### config.mk
export PLATFORM = sky130hd
export DESIGN_NAME = if_sample_streamer
export DESIGN_NICKNAME = d
export VERILOG_FILES = /design/src/rtl/modem_pkg.sv /design/src/rtl/sync_fifo_fwft.sv /design/src/rtl/if_sample_streamer.sv
export SDC_FILE = /design/constraint.sdc
export NUM_CORES = 1
export LEC_CHECK = 0
export CAP_MARGIN = 20
export CORE_MARGIN = 8
export CORE_UTILIZATION = 50
export CTS_BUF_LIST = sky130_fd_sc_hd__clkbuf_8
export DETAILED_ROUTE_END_ITERATION = 10
export HOLD_SLACK_MARGIN = 0.08
export PLACE_DENSITY_LB_ADDON = 0.15
export SLEW_MARGIN = 5
export SYNTH_ARGS = -nofsm -noshare
export SYNTH_HDL_FRONTEND = slang
export SYNTH_HIERARCHICAL = 1
export SYNTH_SLANG_ARGS = --single-unit
### constraint.sdc
create_clock -name ip_clock -period 3.7 [get_ports ip_clock]
set_clock_uncertainty 0.2 [all_clocks]
set_input_delay 0.925 -clock ip_clock [delete_from_list [all_inputs] [get_ports ip_clock]]
set_output_delay 0.925 -clock ip_clock [all_outputs]
set_load 0.1 [all_outputs]
### src/rtl/modem_pkg.sv
// Shared modem constants and types.
// Used by the modulator, the IF streamer and the downstream link.
package modem_pkg;

    localparam int MODEM_SAMPLE_W = 12;
    localparam int MODEM_WORD_W   = 2 * MODEM_SAMPLE_W;
    localparam int MODEM_DEPTH    = 16;

    typedef logic [MODEM_WORD_W-1:0] word_t;

    typedef enum logic {
        PK_LOW,
        PK_HIGH
    } pack_state_e;

endpackage

### src/rtl/sync_fifo_fwft.sv
// First-word-fall-through synchronous FIFO.
// The extra pointer MSB separates full from empty.
module sync_fifo_fwft #(
    parameter int W     = 24,
    parameter int DEPTH = 16
) (
    input  logic                   clk,
    input  logic                   rst,
    input  logic                   push,
    input  logic                   pop,
    input  logic [W-1:0]           wdata,
    output logic [W-1:0]           rdata,
    output logic                   full,
    output logic                   empty,
    output logic [$clog2(DEPTH):0] level
);

    localparam int AW = $clog2(DEPTH);
    localparam logic [AW:0] PTR_ONE = 1;

    logic [W-1:0] mem_q [DEPTH];
    logic [AW:0]  wr_ptr_q, wr_ptr_d;
    logic [AW:0]  rd_ptr_q, rd_ptr_d;
    logic         do_push;
    logic         do_pop;

    assign empty = (wr_ptr_q == rd_ptr_q);
    assign full  = (wr_ptr_q[AW] != rd_ptr_q[AW]) &&
                   (wr_ptr_q[AW-1:0] == rd_ptr_q[AW-1:0]);
    assign level = wr_ptr_q - rd_ptr_q;

    // A pop frees a slot in the same cycle, so full+pop still accepts.
    assign do_push = push & (~full | pop);
    assign do_pop  = pop & ~empty;

    assign rdata = empty ? '0 : mem_q[rd_ptr_q[AW-1:0]];

    always_comb begin
        wr_ptr_d = wr_ptr_q;
        rd_ptr_d = rd_ptr_q;
        if (do_push) wr_ptr_d = wr_ptr_q + PTR_ONE;
        if (do_pop)  rd_ptr_d = rd_ptr_q + PTR_ONE;
    end

    always_ff @(posedge clk) begin
        if (rst) begin
            wr_ptr_q <= '0;
            rd_ptr_q <= '0;
        end else begin
            wr_ptr_q <= wr_ptr_d;
            rd_ptr_q <= rd_ptr_d;
        end
    end

    always_ff @(posedge clk) begin
        if (do_push) mem_q[wr_ptr_q[AW-1:0]] <= wdata;
    end

endmodule

### src/rtl/if_sample_streamer.sv
// Packs IF sample pairs into words, buffers them in a FWFT FIFO
// and streams them out with overflow accounting.
module if_sample_streamer
    import modem_pkg::*;
#(
    parameter int SAMPLE_W = MODEM_SAMPLE_W,
    parameter int DEPTH    = MODEM_DEPTH,
    parameter int CNT_W    = 16
) (
    input  logic                   ip_clock,
    input  logic                   ip_reset,
    input  logic                   ip_enable,
    input  logic [SAMPLE_W-1:0]    ip_if,
    input  logic                   ip_if_valid,
    input  logic                   ip_ready,
    input  logic                   ip_clear_status,
    output logic [2*SAMPLE_W-1:0]  op_word,
    output logic                   op_valid,
    output logic [$clog2(DEPTH):0] op_level,
    output logic                   op_overflow,
    output logic [CNT_W-1:0]       op_drop_count
);

    localparam logic [CNT_W-1:0] CNT_ONE = 1;

    pack_state_e         state_q, state_d;
    logic [SAMPLE_W-1:0] low_q, low_d;
    logic                ovf_q, ovf_d;
    logic [CNT_W-1:0]    cnt_q, cnt_d;

    logic push;
    logic pop;
    logic full;
    logic empty;
    logic drop;

    assign pop  = ~empty & ip_ready;
    assign drop = push & full & ~pop;

    always_comb begin
        state_d = state_q;
        low_d   = low_q;
        push    = 1'b0;
        unique case (state_q)
            PK_LOW: begin
                if (ip_enable && ip_if_valid) begin
                    low_d   = ip_if;
                    state_d = PK_HIGH;
                end
            end
            PK_HIGH: begin
                // Dropping enable abandons the half pair.
                if (!ip_enable) begin
                    state_d = PK_LOW;
                end else if (ip_if_valid) begin
                    push    = 1'b1;
                    state_d = PK_LOW;
                end
            end
            default: state_d = PK_LOW;
        endcase
    end

    always_comb begin
        ovf_d = ovf_q;
        cnt_d = cnt_q;
        if (ip_clear_status) begin
            ovf_d = drop;
            cnt_d = drop ? CNT_ONE : '0;
        end else if (drop) begin
            ovf_d = 1'b1;
            if (!(&cnt_q)) cnt_d = cnt_q + CNT_ONE;
        end
    end

    always_ff @(posedge ip_clock) begin
        if (ip_reset) begin
            state_q <= PK_LOW;
            low_q   <= '0;
            ovf_q   <= 1'b0;
            cnt_q   <= '0;
        end else begin
            state_q <= state_d;
            low_q   <= low_d;
            ovf_q   <= ovf_d;
            cnt_q   <= cnt_d;
        end
    end

    sync_fifo_fwft #(
        .W     (2 * SAMPLE_W),
        .DEPTH (DEPTH)
    ) u_fifo (
        .clk   (ip_clock),
        .rst   (ip_reset),
        .push  (push),
        .pop   (pop),
        .wdata ({ip_if, low_q}),
        .rdata (op_word),
        .full  (full),
        .empty (empty),
        .level (op_level)
    );

    assign op_valid      = ~empty;
    assign op_overflow   = ovf_q;
    assign op_drop_count = cnt_q;

endmodule

==> impl_summary.log <==
INFO  metric status = complete, but fails checks
INFO  metric violated_checks = setup timing
INFO  metric max_slew_margin = a little over half
INFO  metric synth_simple_gate_area_share = 5.10%
INFO  metric crit_fanout = 6
INFO  metric initialDrtViolationCount = ~630
INFO  metric synth-adder-area-share = 0.857%
INFO  metric post_syn_area_per_cell = 19.9 um2
INFO  metric routed_wl = 36800 um
INFO  metric seq_area_frac_synth = between 70 and 80%
INFO  metric synth_compound_gate_area_share = 2.79%
INFO  metric die_outline_area = 40000 um2
INFO  metric cts_inserted_buffers = between 60 and 70
INFO  metric final_core_utilization = 60.9%
INFO  metric cp_arrival = 2670 ps
INFO  metric synth_cell_types = 47
INFO  metric detail_route.drc_violations = 0
INFO  metric max-clock-path-buffers = 3
INFO  metric syn_nets = 880
INFO  metric clk-insertion-delay-late = approximately 600 ps
INFO  metric design.core.area = 33400 um2
INFO  metric finalMaxSlewViolations = 0
INFO  metric tritoncts = yes
INFO  metric cp_data_required_time = 2570 ps
INFO  metric antenna_left = 0
INFO  metric avgViaCountPerCell = around 5.7
INFO  metric numClockSinks = 428
INFO  metric irDropWorstVdd = 0.000223 V
INFO  metric total_of_warnings_raised_by_yosys = 6
INFO  metric timing.final.crit_period = 3790 ps
INFO  metric seq_area = 12400 um2
INFO  metric core.rowCount = 67
INFO  metric chipWidth = roughly 200 um
INFO  metric combinational_family_with_the_most_area_after_synthesis = multiplexers
INFO  metric filler_cell_count = 2371
INFO  metric power = ~0.0092 W
INFO  metric drive_above_1_share = 31.8%
INFO  metric footprint_of_the_multi_input_gates = ~4300 um2
INFO  metric syn2layout_area_growth = 20.2%
INFO  metric cts.htree.levels = 3
INFO  metric nets = around 1.0k
INFO  metric fmax = 264 MHz
INFO  metric path_clk_slew = 50 ps
INFO  metric drt-pass1-iter-count = 5
INFO  metric grt_antenna_before_repair = 0
INFO  metric grt_setup_unrepaired = yes
INFO  metric design.portCount = 65
INFO  metric insertedDiodeCount = 0
INFO  metric place_inst = 1363
INFO  metric cells_after_synthesis = 851
INFO  metric post-route-period-util = 102%
INFO  metric vertical_die_dimension = around 200 um
INFO  metric place.gp.congestion = about 0.74
INFO  metric number_of_global_route_vias_before_repair = 8878
INFO  metric min-delay-path-class = reg -> reg
INFO  metric critPathCaptureType = primary output
INFO  metric muxShareOfSynthArea = 15.5%
INFO  metric cellLeakagePower = about 6.8 nW
INFO  metric grt_overflow = 0
INFO  metric synth_xor_area_share = 0.879%
INFO  metric setup_slack = -92.0 ps
INFO  metric setup_viol = 19
INFO  metric power-per-cell-area = 452 nW/um2
INFO  metric worst_setup_path_start_kind = flop
INFO  metric total_number_of_vias = roughly 8.6k
INFO  metric timing_worst_slew_pin_value = 699 ps
INFO  metric gr_usage_total = 18.7%
INFO  metric grt_start_max_net_pins = 51
INFO  metric hold_viol_final = 0
INFO  metric portBuffers = between 60 and 70
INFO  metric fin_cells = 1513
INFO  metric avgRoutedWirePerCell = 24.3 um
INFO  metric first_pass_grt_wire_length = 55000 um
INFO  metric postSynthRegisterBits = 428
INFO  metric cts-root-buf = clkbuf_8
INFO  metric netlist_area = 16900 um2
INFO  metric critPathKind = reg -> out
INFO  metric floorplan.initialDensity = approximately half
INFO  metric detail_placement_hpwl = around 21000 um
INFO  metric cap_viol_max_count = 0
## timing repair
item | in CTS | in global routing
gates cloned | 7 | 1
gates resized for setup | 32 | 32
buffers inserted | 15 | 6
hold endpoints to repair | 0 | 0
hold buffers | 0 | 0
pin swaps | 6 | 12
endpoints found under the setup margin | 24 | 24
## state kept, by name, summed over array words and instances (netlist names), named ones only
signal	flops
low_q	12
op_drop_count	16
u_fifo/wr_ptr_q	5
u_fifo/mem_q	384
u_fifo/rd_ptr_q	5
state_q	1
op_overflow	1
## worst paths after layout
kind,from,end,slack (ps),depth (start not counted)
worst max-delay path,flop,op_word[3],-90,6
worst min-delay path,op_overflow$_SDFFE_PP0P_,op_overflow$_SDFFE_PP0P_,290,2
worst max register to register,u_fifo/rd_ptr_q[4]$_SDFFE_PP0P_,u_fifo/mem_q[6][15]$_DFFE_PP_,750,8
worst min register to register,op_overflow$_SDFFE_PP0P_,op_overflow$_SDFFE_PP0P_,290,2
## cell families (layout without fill, tap and decap cells)
kind of cell / Yosys count / in the layout
compound gates: 66 / 66
xor+xnor: 17 / 17
fa+ha+maj: 11 / 11
buf+inv: 50 / 264
flops: 428 / 428
mux: 124 / 124
simple gates: 155 / 155
## report_power, final
group | internal (W) | switching, W
clock | 0.00194 | 0.00183
combinational | 0.0000488 | 0.0000972
sequential | 0.00526 | 0.0000291
## critical path, cell delays in order, from the launching register on
cell,delay [ps]
dfxtp_4,370
buf_12,170
clkbuf_16,180
mux4_1,550
mux2_2,290
a221o_1,350
buf_12,180
## routing by layer
layer / share of wire, % / up-vias / track usage, %
met5: 0 / - / 0
met2: 49 / 261 / 30.6
met3: 6.2 / 51 / 4.19
li1: - / 3826 / -
met4: 1.8 / 0 / 5.72
met1: 43 / 4468 / 24.9
## area by class of cell
class,count,share of cell area (%)
Timing Repair Buffer,130,8.57
Multi-Input combinational cell,373,21.0
Clock inverter,46,1.20
Sequential cell,428,61.0
Tap cell,448,2.75
Clock buffer,77,5.20
Inverter,11,0.203
## cell usage in the layout (no fill, tap or decap), types with 3 or more instances in the layout
cell type        synthesis  final
clkinv_8                 0      3
ha_1                    10      6
a21oi_1                 24     24
mux2_4                   0      6
nand3_1                 11     11
dfxtp_2                  0      7
xor2_1                   9      9
inv_2                    0      4
and2_1                   5      5
nand2_1                 31     31
o21ai_0                 10     10
mux4_1                  41     19
nand4_1                  8      8
a221o_1                 24     24
nor3_1                   3      3
mux2_2                  26     20
inv_1                   11     33
clkinv_2                 0      4
buf_16                   0      4
nor2b_1                 27     25
nor2_1                  30     28
dfxtp_4                  0      3
clkbuf_8                 0     77
and4_1                   5      5
and3_1                  15     14
xnor2_1                  8      7
clkinv_1                 0      8
buf_12                   0     46
dfxtp_1                 44     34
mux4_2                  55     77
edfxtp_1               384    384
clkdlybuf4s50_1          0     17
ha_4                     0      4
buf_4                    1     58
or3_1                    6      6
## cell usage after synthesis (all sizes together)
library cell  number  area (um2)
edfxtp           384       11500
mux4              96        2320
dfxtp             44         881
nand2             32         123
nor2              30         113
nor2b             27         169
mux2              26         293
a21oi             24         120
a221o             24         240
clkbuf            20        75.1
buf               19         149
and3              17         116
nand3             12        72.6
inv               11        41.3
ha                10         125
o21ai             10        50.1
nand4              9        62.6
xor2               9        78.8
xnor2              8        70.1
or3                6        37.5
and2               5        31.3
and4               5        43.8
nor3               4        25.0
a21o               2        15.0
mux2i              2        20.0
nor3b              2        20.0
o211ai             2        15.0
or2                2        12.5
a211oi             1        7.51
a31oi              1        6.26
and3b              1        8.76
and4b              1        10.0
fa                 1        20.0
nor4               1        12.5
o311ai             1        8.76
o31a               1        8.76
or2b               1        7.51
## stage by stage
stage                     setup TNS, ps  instance area (um2)  hold WS (ps)  worst slack, ps
after floorplan                       0                16900           296              108
after global placement                0                18600           281              296
after detailed placement              0                18600           285              269
after CTS                         -1940                20300           298             -128
after global routing              -2970                20400           335             -178
final                              -807                20400           290            -92.0
(Power assumes the default switching activity.)
